<file path="src/rtl/prng_pkg.sv">
// Shared constants and types for the PRNG sharing controller.
package prng_pkg;

  // Width of one PRNG sample.
  localparam int DATA_W = 16;

  // Seed that game code drives on seed_in after power-up unless it chooses another.
  localparam logic [DATA_W-1:0] DEFAULT_SEED = 16'hA16F;

  // Controller phases: apply seed, discard warm-up samples, then share samples.
  typedef enum logic [1:0] {
    ST_SEED = 2'd0,
    ST_WARM = 2'd1,
    ST_RUN  = 2'd2
  } state_t;

endpackage

</file>
<file path="src/rtl/prng_arbiter_rr_arbiter.sv">
// Combinational round-robin pick: the first asserted request at or after
// rr_ptr, wrapping modulo N_REQ.
module rr_arbiter #(
  parameter int N_REQ = 4,
  parameter int PTR_W = $clog2(N_REQ)
) (
  input  logic [N_REQ-1:0] req,
  input  logic [PTR_W-1:0] rr_ptr,
  output logic [N_REQ-1:0] winner,
  output logic [PTR_W-1:0] idx,
  output logic             found
);

  int               pos;
  logic [PTR_W-1:0] sel;

  // Scan N_REQ candidates starting at rr_ptr; the first asserted one wins.
  always_comb begin
    winner = '0;
    idx    = '0;
    found  = 1'b0;
    pos    = 0;
    sel    = '0;
    for (int i = 0; i < N_REQ; i++) begin
      pos = int'(rr_ptr) + i;
      if (pos >= N_REQ) pos = pos - N_REQ;
      sel = PTR_W'(pos);
      if (!found && req[sel]) begin
        found       = 1'b1;
        winner[sel] = 1'b1;
        idx         = sel;
      end
    end
  end

endmodule

</file>
<file path="src/rtl/prng_arbiter.sv">
// Owns the game's single PRNG: seeds it, discards a warm-up run, then hands
// out one sample per cycle round-robin so no two consumers share a sample.
//
// Handshake: each consumer raises req[i] and holds it level until it sees
// gnt[i]. gnt is a one-cycle pulse and rnd_data carries the sample in that
// same cycle. A req still high at the edge where gnt is seen is treated as a
// new request, so dropping req on that cycle yields exactly one sample.
module prng_arbiter import prng_pkg::*; #(
  parameter int N_REQ     = 4,
  parameter int DATA_W    = prng_pkg::DATA_W,
  parameter int SEED_HOLD = 2,
  parameter int WARMUP    = 16
) (
  input  logic              clk,
  input  logic              rst,
  input  logic [DATA_W-1:0] seed_in,
  input  logic              reseed,
  input  logic [N_REQ-1:0]  req,
  output logic [N_REQ-1:0]  gnt,
  output logic [DATA_W-1:0] rnd_data,
  output logic              ready,
  output logic              prng_rstn,
  output logic [DATA_W-1:0] prng_seed,
  input  logic [DATA_W-1:0] prng_data
);

  localparam int PTR_W  = $clog2(N_REQ);
  localparam int HOLD_W = $clog2(SEED_HOLD + 1);
  localparam int WARM_W = $clog2(WARMUP + 1);

  localparam logic [HOLD_W-1:0] HOLD_LAST = HOLD_W'(SEED_HOLD - 1);
  localparam logic [WARM_W-1:0] WARM_LAST = WARM_W'(WARMUP - 1);
  localparam logic [PTR_W-1:0]  PTR_LAST  = PTR_W'(N_REQ - 1);

  state_t            state;
  state_t            state_nxt;
  logic [HOLD_W-1:0] hold_cnt;
  logic [WARM_W-1:0] warm_cnt;
  logic              seed_armed;
  logic [DATA_W-1:0] seed_q;
  logic [PTR_W-1:0]  rr_ptr;
  logic              arb_en;

  logic [N_REQ-1:0]  win_onehot;
  logic [PTR_W-1:0]  win_idx;
  logic              win_found;

  rr_arbiter #(
    .N_REQ (N_REQ),
    .PTR_W (PTR_W)
  ) u_rr (
    .req    (req),
    .rr_ptr (rr_ptr),
    .winner (win_onehot),
    .idx    (win_idx),
    .found  (win_found)
  );

  // State register.
  always_ff @(posedge clk or posedge rst) begin
    if (rst) state <= ST_SEED;
    else     state <= state_nxt;
  end

  // Next state: a reseed pulse always returns to SEED; otherwise advance
  // when the hold / warm-up counters reach their last cycle.
  always_comb begin
    state_nxt = state;
    case (state)
      ST_SEED: begin
        if (!reseed && hold_cnt == HOLD_LAST) state_nxt = ST_WARM;
      end
      ST_WARM: begin
        if (reseed)                      state_nxt = ST_SEED;
        else if (warm_cnt == WARM_LAST)  state_nxt = ST_RUN;
      end
      ST_RUN: begin
        if (reseed) state_nxt = ST_SEED;
      end
      default: state_nxt = ST_SEED;
    endcase
  end

  // Outputs decoded from the phase; prng is held in reset only while seeding.
  always_comb begin
    ready     = (state == ST_RUN);
    prng_rstn = (state != ST_SEED);
    arb_en    = (state == ST_RUN);
  end

  assign prng_seed = seed_q;

  // Seed latch and phase counters. After rst the seed is taken on the first
  // edge; after a reseed pulse it is taken on the entry edge itself.
  always_ff @(posedge clk or posedge rst) begin
    if (rst) begin
      hold_cnt   <= '0;
      warm_cnt   <= '0;
      seed_q     <= '0;
      seed_armed <= 1'b1;
    end else if (reseed) begin
      hold_cnt   <= '0;
      warm_cnt   <= '0;
      seed_q     <= seed_in;
      seed_armed <= 1'b0;
    end else begin
      case (state)
        ST_SEED: begin
          if (seed_armed) begin
            seed_q     <= seed_in;
            seed_armed <= 1'b0;
          end
          hold_cnt <= (hold_cnt == HOLD_LAST) ? '0 : hold_cnt + 1'b1;
          warm_cnt <= '0;
        end
        ST_WARM: begin
          warm_cnt <= (warm_cnt == WARM_LAST) ? '0 : warm_cnt + 1'b1;
        end
        default: begin
        end
      endcase
    end
  end

  // Grant register: one winner per RUN cycle, sample captured alongside; a
  // reseed in the same cycle cancels the grant and leaves rr_ptr untouched.
  always_ff @(posedge clk or posedge rst) begin
    if (rst) begin
      gnt      <= '0;
      rnd_data <= '0;
      rr_ptr   <= '0;
    end else if (arb_en && !reseed && win_found) begin
      gnt      <= win_onehot;
      rnd_data <= prng_data;
      rr_ptr   <= (win_idx == PTR_LAST) ? '0 : win_idx + 1'b1;
    end else begin
      gnt <= '0;
    end
  end

endmodule

</file>
<file path="config.mk">
export PLATFORM = sky130hd
export DESIGN_NAME = prng_arbiter
export DESIGN_NICKNAME = d
export VERILOG_FILES = /design/src/rtl/prng_pkg.sv /design/src/rtl/prng_arbiter_rr_arbiter.sv /design/src/rtl/prng_arbiter.sv
export SDC_FILE = /design/constraint.sdc
export NUM_CORES = 1
export LEC_CHECK = 0
export CAP_MARGIN = 20
export CORE_MARGIN = 3
export CORE_UTILIZATION = 50
export DETAILED_ROUTE_END_ITERATION = 10
export DONT_BUFFER_PORTS = 1
export SLEW_MARGIN = 20
export SYNTH_ARGS = -nofsm -noshare
export SYNTH_HDL_FRONTEND = slang
export SYNTH_SLANG_ARGS = --single-unit
</file>
<file path="constraint.sdc">
create_clock -name clk -period 3.7 [get_ports clk]
set_input_delay 0 -clock clk [delete_from_list [all_inputs] [get_ports clk]]
set_output_delay 0 -clock clk [all_outputs]
set_load 0.02 [all_outputs]
</file>
Word-level counts from Yosys, hierarchy flattened
Index checks and enable logic that the tools add are counted.

Word-level logic and storage cells: 112. Output and inout port bits: 38. Input bits: 39. Register bits: 48.

Reductions and logical operators: 21. Add/sub/neg operators: 10. Multiplexer cells: 50. Order comparisons: 12. Bitwise gates (word level): 3. Equality and inequality tests: 8.

Operator list (count): $mux W16 (3); $mux W2 (16); $mux W4 (5); $mux W1 (14); $lt A2 B3 Y1 const B (4); $or A4 B4 Y4 (3); $logic_and A1 B1 Y1 (10); $mux W5 (2); $pmux W5 S2 (1); $ge A3 B3 Y1 const B (3); $bmux W1 S2 (4); $demux W1 S2 (4); $ge A2 B1 Y1 const B (4); $sub A2 B1 Y2 const B (4); $add A2 B2 Y3 const B (2); $pmux W2 S3 (1); $reduce_bool A2 Y1 (3); $add A5 B1 Y5 const B (1); $eq A5 B4 Y1 const B (1); $add A2 B1 Y2 const B (2); $eq A2 B1 Y1 const B (2); $eq A2 B2 Y1 const B (2); $logic_not A1 Y1 (4); $ne A2 B2 Y1 const B (2); other kinds (7) (7).

Longest topological paths before layout
Gate-level depths: netlist of the first run.

Word-level depth: 16. Gate-level depth with buffers: 9. Mapped depth without buffers: 7.

Hierarchy
Synthesis of the first run repeated with hierarchy kept, for this count alone.

Cells, all modules: 179. Area total of the unflattened synthesis: 2387.3 um2.

By module, submodules not included: prng_arbiter (seq. area each 1202.4 um2, cells each 134, instances 1, area an instance 1968.1 um2); rr_arbiter (seq. area each 0.0 um2, cells each 45, instances 1, area an instance 419.2 um2).

Worst setup path after synthesis of the first run
No wires, ideal clock.

Kind: register to register. Start point: register rr_ptr[0]. End point: register rr_ptr[1]. Clock period less this slack: 2.298 ns. Path buffers: 0. Stages on the path, launching flop included: 8. Data arrival time: 2.228 ns. Setup slack: 1.402 ns. Setup time: 0.070 ns. Cells stage by stage: dfrtp_1 > inv_1 > ha_1 > or3b_1 > a2111o_1 > and2_4 > a221o_1 > nand3_1.

Longest elaborated chain between the ends: 16. Elaborated cells on any way between the ends: 41. Those cells by class: add/sub (8); order compare (4); eq/ne (1); mux (21); reduce/logical (7).

RTL lines: from (decl) (RTL line prng_arbiter.sv:41) `logic [PTR_W-1:0] rr_ptr;`; from (signal assigned) (RTL line prng_arbiter.sv:135) `rr_ptr <= (win_idx == PTR_LAST) ? '0 : win_idx + 1'b1;`; branches (longest 16 deep; another with $add A2 B1 Y3).

Several ways; the timed one is not identified. The select of a mux whose other input is x is not followed. A chain may end at the register's enable or synchronous reset.

Final worst setup path of the first run
Ends and elaborated chain as after synthesis.

==> impl_metrics.toml, run 1 <==
[logic_synthesis]
syn_area_per_cell_um2 = 10.5
synth_simple_gate_area_frac = 0.181
synth-edff-count = 0
netlist-cell-type-count = 47
syn_nets = 279
synth_top_family_by_area = "simple AND/OR/NAND/NOR gates"
yosys_warnings = 0
ys_async_sr_fraction = 1.00
synth-seq-area-share = 0.495
synthCells = 231
synth-compound-area-share = 0.0974
ys_seq_elements = 48
synth_fa_ha_area_frac = 0.0464
synth_xor_area_frac = 0.00361
synth_top_flop_cell = "dfrtp_1"
synthMuxAreaShare = 0.131
syn_area_um2 = 2430

[clocking]
ctsHoldBuffers = 34
cts-resized-gates = 0
clockRootBuffer = "clkbuf_8"
clk_latency_ns = 0.30
htreeDepth = 2
cts_num_sinks = 48
postCtsSetupBuffers = 0
cts_buffer_depth = 2
tritoncts = "built"
cts_buffers = 5
clkTransAtPathRegs_ns = 0.08

[place]
hpwlAfterDp_um = 3410
gp_congestion = 0.783
port_buffers = 0
place_ws_ns = 0.745
dpl-instance-area_um2 = 2420

[power]
power_leakage_nw = 1.32
ir_drop_mv = 0.337
power.density_nw_per_um2 = 660

[critical_path]
end_kind = "flip-flop"
critPathTopFamily = "compound AO/OA/AOI/OAI gates"
crit_chain = "inv_1, ha_1, or3b_1, a2111o_1, and2_4, a221o_1, nand3_1"
required_ns = 3.94
crit_fanout = 17
critPathLaunch = "rr_ptr[0]"
reg2reg_from = "rr_ptr[0]"
path_class = "reg -> reg"
slowest_stage = "dfrtp_1"
path_buf_inv = 1
start_kind = "flip-flop"
cp.arrival_ns = 3.22
slowest_delay_ns = 0.73

[grt]
overflow = 0
grt_max_degree = 49
grt_pass1_wl_um = 7960
grt_pass1_vias = 1771
antenna_found_initial = 0
track_usage = 0.186

[timing]
tns_ns = 0
fin_worst_skew_ns = 0.00959
holdWs_ns = 0.0179
fin_crit_sh = 0.806
max-slew-margin-rel = 0.362
hold_viol_final = 0
fmax_ghz = 0.336
tightest_slew_ns = 0.955
setup_violations = 0
post-route-min-period_ns = 2.98
final_max_slew_viol_count = 0
final.setup.worst_slack_ns = 0.720
rsz0062_at_grt = "false"

[floorplanning]
start_util = 0.539
rows = 24
core_area_um2 = 4500
die_x_um = 75.7
ios = 77
die_y_um = 75.7
die_area_um2 = 5730

[layout]
multi_input_area_um2 = 1120
syn_to_final_growth_pct = 17.7
drive_gt1_frac = 0.0687
finish.utilization = 0.634
final_cell_area_um2 = 2860
fillers = 342
nNetsFinal = 309
n_antenna_cell = 0
regArea_um2 = 1200

[detailed_routing]
wire_per_inst_um = 17.0
drc = 0
vias_per_cell = 5.66
num_vias = 1778
drtPass1Iterations = 4
wl_um = 5350
final_antenna_net_count = 0
drt_iter0_drc = 67

[run_status]
outcome = "complete, no violations"

[hold_path]
hold_path.startpoint = "req[2]"
hold_path_class = "in -> reg"

[job]
drv_cap = 0
## tightest hold or removal path, cell delays in order
cell       delay, ns
a2111oi_2       0.02
a31oi_1         0.16
nand3_1         0.08
## path summary, 6_finish.rpt
kind                                  to  slack (ns)  cells after the start
setup / recovery               rr_ptr[1]        0.72                      7
hold / removal                 rr_ptr[1]        0.02                      3
setup reg to reg               rr_ptr[1]        0.72                      7
hold reg to reg                 state[0]        0.46                      1
max in group asynchronous         gnt[3]        2.72                      2
min in group asynchronous  prng_seed[14]        0.39                      2
## cells in the mapped netlist (all sizes together), types with 3 or more instances
master  number  share of area
a21oi        9          0.020
a22o         5          0.018
buf          7          0.023
clkbuf       5         0.0093
dfrtp       47           0.48
ha           9          0.046
inv          8          0.012
mux2        18          0.084
mux2i        7          0.029
nand2       62          0.096
nand3        3         0.0062
nand3b       3         0.0093
nor2         5         0.0077
nor3         3         0.0082
nor3b        4          0.012
o21ai        5          0.010
## layout make-up
cell class,count,share of cell area
sequential,48,0.421
tap,52,0.0228
clock buffer,6,0.0289
inverter,8,0.0105
clock inverter,2,0.00482
timing repair buffer,35,0.122
multi-input combinational,163,0.391
## per-stage QoR
stage / std cells / total power [mW]
2_1_floorplan: 231 / 1.43
3_3_place_gp: 272 / 1.50
3_5_place_dp: 272 / 1.53
4_1_cts: 314 / 1.90
5_1_grt: 314 / 2.01
6_report: 314 / 1.89
## report_power, final
group	switching (mW)	internal [mW]
sequential	0.273	0.650
clock	0.177	0.153
combinational	0.351	0.284
## layout by cell type, fill, tap and decap left out, drive strengths merged, types with 3 or more instances in the layout
cell | synthesis | final
nand2 | 62 | 62
clkbuf | 5 | 6
o21ai | 5 | 5
dfrtp | 47 | 47
a22o | 5 | 5
nand3 | 3 | 3
nand3b | 3 | 3
mux2i | 7 | 7
nor3 | 3 | 3
nor2 | 5 | 5
mux2 | 18 | 18
inv | 8 | 9
nor3b | 4 | 4
a21oi | 9 | 9
dlygate4sd3 | 0 | 34
ha | 9 | 9
## cell families after synthesis
kind of cell,after synthesis
buffers and inverters,20
adders and majority gates,9
DFF,48
and+or+nand+nor,94
xor gates and xnor gates,1
AOI/OAI and AO/OA,32
muxes,27
## flip-flops by register name, summed over array words and instances (netlist names)
| register | cells |
|---|---|
| gnt | 4 |
| hold_cnt | 2 |
| prng_seed | 16 |
| rnd_data | 16 |
| rr_ptr | 2 |
| seed_armed | 1 |
| state | 2 |
| warm_cnt | 5 |
## metal layers
metal,wire length (µm),up-vias,GRT usage
met4,69,0,0.0680
met2,2560,66,0.328
met5,0,-,0
met3,477,7,0.0580
li1,-,855,-
met1,2240,850,0.211
No activity file was read; power rests on OpenSTA's default activity.
==> run 2: changes to the inputs <==
- clock period: 3.7 -> 3.05 ns (I/O delays scaled with it)
==> run 2 against run 1 <==
Against the previous run:
- sequential power up 15%
- via count rose by 1.3%
- clock-buffer cell count unchanged
- sequential share of layout area decreased by 0.67 points
- clock power is 34% higher
- final cell count increased by 0.96%
- total power increased by 25%
- setup slack worse by 0.15 ns
- largest cell class unchanged
- highest routed layer unchanged
==> impl_metrics.toml, run 2 (synthesized netlist as in run 1, its figures left out) <==
[place]
hpwlAfterDp_um = 3360
gp_congestion = 0.815
port_buffers = 0

[grt]
grt_pass1_wl_um = 8070
grt_pass1_vias = 1664
overflow = 0
antenna_found_initial = 0
track_usage = 0.187
grt_max_degree = 49

[detailed_routing]
drtPass1Iterations = 4
num_vias = 1802
wl_met3_um = 461
drt_iter0_drc = 90
topRoutingLayerUsed = "met4"
wire_per_inst_um = 17.0
wl_met1_um = 2400
vias_per_cell = 5.68
final_antenna_net_count = 0
wl_um = 5380
drc = 0
wl_met2_um = 2460

[floorplanning]
die_y_um = 75.7
die_area_um2 = 5730
core_area_um2 = 4500
rows = 24
ios = 77
die_x_um = 75.7
start_util = 0.539

[timing]
fin_worst_skew_ns = 0.00506
rsz0062_at_grt = "false"
final_max_slew_viol_count = 0
tns_ns = 0
max-slew-margin-rel = 0.360
fin_crit_sh = 0.812
fmax_ghz = 0.404
setup_violations = 0
tightest_slew_ns = 0.959
hold_viol_final = 0
post-route-min-period_ns = 2.48

[critical_path]
path_class = "reg -> reg"
critPathLaunch = "rr_ptr[0]"
start_kind = "flip-flop"
end_kind = "flip-flop"
reg2reg_from = "rr_ptr[0]"
required_ns = 3.28
crit_fanout = 11
cp.arrival_ns = 2.71

[clocking]
clkTransAtPathRegs_ns = 0.08
tritoncts = "built"
cts_num_sinks = 48
htreeDepth = 2
ctsHoldBuffers = 34
postCtsSetupBuffers = 0
cts-resized-gates = 0
cts_buffer_depth = 2
cts_buffers = 5
clockRootBuffer = "clkbuf_8"
clk_latency_ns = 0.29

[power]
p_int_mw = 1.40
power_frac_seq = 0.450
power_leakage_nw = 1.35
share_comb_of_total_power = 0.363
power.density_nw_per_um2 = 811
power_switching_mw = 0.956
ir_drop_mv = 0.362
power.share.clock = 0.187
netSwitchingFraction = 0.406

[layout]
multi_input_area_um2 = 1120
syn_to_final_growth_pct = 19.6
layout_commonest_cell = "nand2_1"
regArea_um2 = 1200
finish.utilization = 0.645
nNetsFinal = 312
drive_gt1_frac = 0.0755
fillers = 356
n_antenna_cell = 0
layout_common_cells = "62 x nand2_1, 47 x dfrtp_1, 34 x dlygate4sd3_1"

[hold_path]
hold_path.startpoint = "req[2]"
hold_path_class = "in -> reg"

[job]
drv_cap = 0

[run_status]
outcome = "complete, no violations"
[run 2: cell types whose count changed in the layout (fill, tap and decap cells not counted), sizes merged]
cell,before,now
bufinv,0,1
buf,1,4
inv,9,8
[run 2: final timing paths]
path                                 end  slack [ns]  depth (start not counted)
max reg2reg                    rr_ptr[1]        0.57                          7
min in group asynchronous  prng_seed[11]        0.11                          2
min                            rr_ptr[1]        0.02                          3
min reg2reg                     state[0]        0.46                          1
max in group asynchronous         gnt[0]        2.47                          3
max                            rr_ptr[1]        0.57                          7
[run 2: power by group through the flow]
stage | registers [mW] | logic, mW | clock network [mW]
2_1_floorplan | 1.05 | 0.684 | 0
3_3_place_gp | 1.07 | 0.781 | 0
3_5_place_dp | 1.07 | 0.813 | 0
4_1_cts | 1.06 | 0.852 | 0.453
5_1_grt | 1.08 | 0.954 | 0.486
6_report | 1.06 | 0.855 | 0.441
[run 2: metal layers]
metal  up-vias  global-route usage
met2        65               0.288
met5         -                   0
met1       873               0.254
met4         0              0.0641
met3         6              0.0554
li1        858                   -
[run 2: final cells by class]
type                       count  area share
multi-input combinational    163       0.384
clock inverter                 2      0.0121
clock buffer                   6      0.0250
tap                           52      0.0224
sequential                    48       0.414
timing repair buffer          38       0.132
inverter                       8      0.0103
[run 2: critical path, stage by stage, from the launching register on]
cell and delay (ns):
dfrtp_1 0.38, inv_1 0.22, ha_1 0.41, or3b_1 0.42
a2111o_1 0.45, and2_4 0.16, a221o_1 0.31, nand3_1 0.07
[run 2: metrics by stage]
step           hold slack (ns)  instance area (µm²)  worst slack [ns]  total power [mW]  cells
2_1_floorplan            0.105                 2430             0.752              1.74    231
3_3_place_gp            0.0404                 2440             0.658              1.85    274
3_5_place_dp            0.0415                 2440             0.607              1.88    274
4_1_cts                 0.0146                 2880             0.586              2.36    316
5_1_grt                 0.0212                 2900             0.470              2.52    317
6_report                0.0195                 2900             0.572              2.35    317
==> run 3: changes to the inputs <==
- clock period: 3.05 -> 2.6 ns (I/O delays scaled with it)
==> run 3 against run 2 <==
Against the previous run:
- design area grew 1.1%
- clock-buffer cell count shrank 1
- core utilization rose by 0.72 points
- non-clock buffer count grew 2
- via count increased by 2.8%
- sequential cell count unchanged
- register-to-register slack got worse by 0.18 ns
- sequential power up 18%
- first-iteration DRC count rose by 10%
- die area did not move
- combinational power rose by 22%
==> impl_metrics.toml, run 3 (synthesized netlist as in run 1, its figures left out) <==
[layout]
multi_input_area_um2 = 1120
drive_gt1_frac = 0.0861
syn_to_final_growth_pct = 21.0
n_antenna_cell = 0
regArea_um2 = 1200
layout_commonest_cell = "nand2_1"
fillers = 342
layout_common_cells = "62 x nand2_1, 47 x dfrtp_1, 34 x dlygate4sd3_1"
nNetsFinal = 314

[detailed_routing]
drtPass1Iterations = 4
vias_per_cell = 5.81
num_vias = 1852
drt_iter0_drc = 99
final_antenna_net_count = 0
drc = 0
wire_per_inst_um = 17.2
wl_um = 5490

[place]
place_ws_ns = 0.421
hpwlAfterDp_um = 3510
gp_congestion = 0.807
port_buffers = 0

[clocking]
clk_latency_ns = 0.30
clkTransAtPathRegs_ns = 0.09
cts_buffer_depth = 2
tritoncts = "built"
cts_buffers = 5
htreeDepth = 2
cts-resized-gates = 0
clockRootBuffer = "clkbuf_8"
cts_num_sinks = 48

[critical_path]
path_class = "reg -> reg"
cp.depth = 7
required_ns = 2.84
slowest_delay_ns = 0.46
start_kind = "flip-flop"
worst-r2r-cell-count = 7
cp.arrival_ns = 2.45
slowest_stage = "a2111o_1"
crit_fanout = 5
critPathTopFamily = "compound AO/OA/AOI/OAI gates"
path_buf_inv = 1
crit_chain = "inv_1, ha_1, or3b_1, a2111o_1, and2_4, a221o_1, nand3_1"
end_kind = "flip-flop"

[grt]
grt_max_degree = 49
track_usage = 0.192
overflow = 0
grt_pass1_vias = 1735
antenna_found_initial = 0
grt_pass1_wl_um = 8300

[timing]
hold_viol_final = 0
tns_ns = 0
tightest_slew_ns = 0.960
max-slew-margin-rel = 0.359
fin_worst_skew_ns = 0.00690
rsz0062_at_grt = "false"
fmax_ghz = 0.453
post-route-min-period_ns = 2.21
final_max_slew_viol_count = 0
fin_crit_sh = 0.850
final.setup.worst_slack_ns = 0.391
setup_violations = 0
holdWs_ns = 0.0349

[run_status]
outcome = "complete, no violations"

[power]
power.density_nw_per_um2 = 997
power_leakage_nw = 1.36
ir_drop_mv = 0.459

[floorplanning]
die_area_um2 = 5730
die_x_um = 75.7
rows = 24
core_area_um2 = 4500
start_util = 0.539
ios = 77
die_y_um = 75.7

[job]
drv_cap = 0

[hold_path]
hold_path_class = "in -> reg"
hold_depth = 3
run 3: through the flow:
step,cells,utilization,power (mW),instance area [µm²]
detailed placement,277,0.546,2.25,2460
global placement,277,0.546,2.19,2460
finish,319,0.652,2.93,2940
CTS,319,0.652,2.94,2940
global route,319,0.652,3.11,2940
floorplan,231,-,2.04,2430
run 3: path summary, 6_finish.rpt:
kind / startpoint / endpoint / slack [ns]
worst max-delay path: rr_ptr[1] / rr_ptr[1] / 0.39
worst min-delay path: req[1] / rr_ptr[0] / 0.03
worst max register to register: rr_ptr[1] / rr_ptr[1] / 0.39
worst min register to register: hold_cnt[1] / state[0] / 0.46
max in group asynchronous: rst / state[1] / 1.59
min in group asynchronous: rst / rnd_data[12] / 0.40
run 3: worst reg2reg max path, stage by stage, from the launching register on:
cell	delay, ns
dfrtp_1	0.38
inv_1	0.14
ha_1	0.26
or3b_1	0.37
a2111o_1	0.46
and2_4	0.16
a221o_1	0.31
nand3_1	0.07
run 3: power breakdown:
part / total (mW) / switching [mW] / internal (mW)
clock network: 0.643 / 0.256 / 0.387
logic: 1.04 / 0.587 / 0.450
registers: 1.25 / 0.322 / 0.927
run 3: routing by layer:
metal / vias to the layer above / global-route usage / wire [µm]
li1: 866 / - / -
met1: 886 / 0.239 / 2280
met2: 91 / 0.314 / 2610
met3: 9 / 0.0620 / 485
met4: 0 / 0.0680 / 108
met5: - / 0 / 0
run 3: final cells by class:
class                      count  share of cell area
clock buffer                   5              0.0234
inverter                       8              0.0102
timing repair buffer          40               0.131
sequential                    48               0.409
tap                           52              0.0222
multi-input combinational    163               0.380
clock inverter                 3              0.0234
run 3: what timing repair did:
| action | in CTS | in global routing |
|---|---|---|
| hold buffers | 34 | 0 |
| setup buffers | 0 | 0 |
| endpoints found under the hold margin | 89 | 0 |
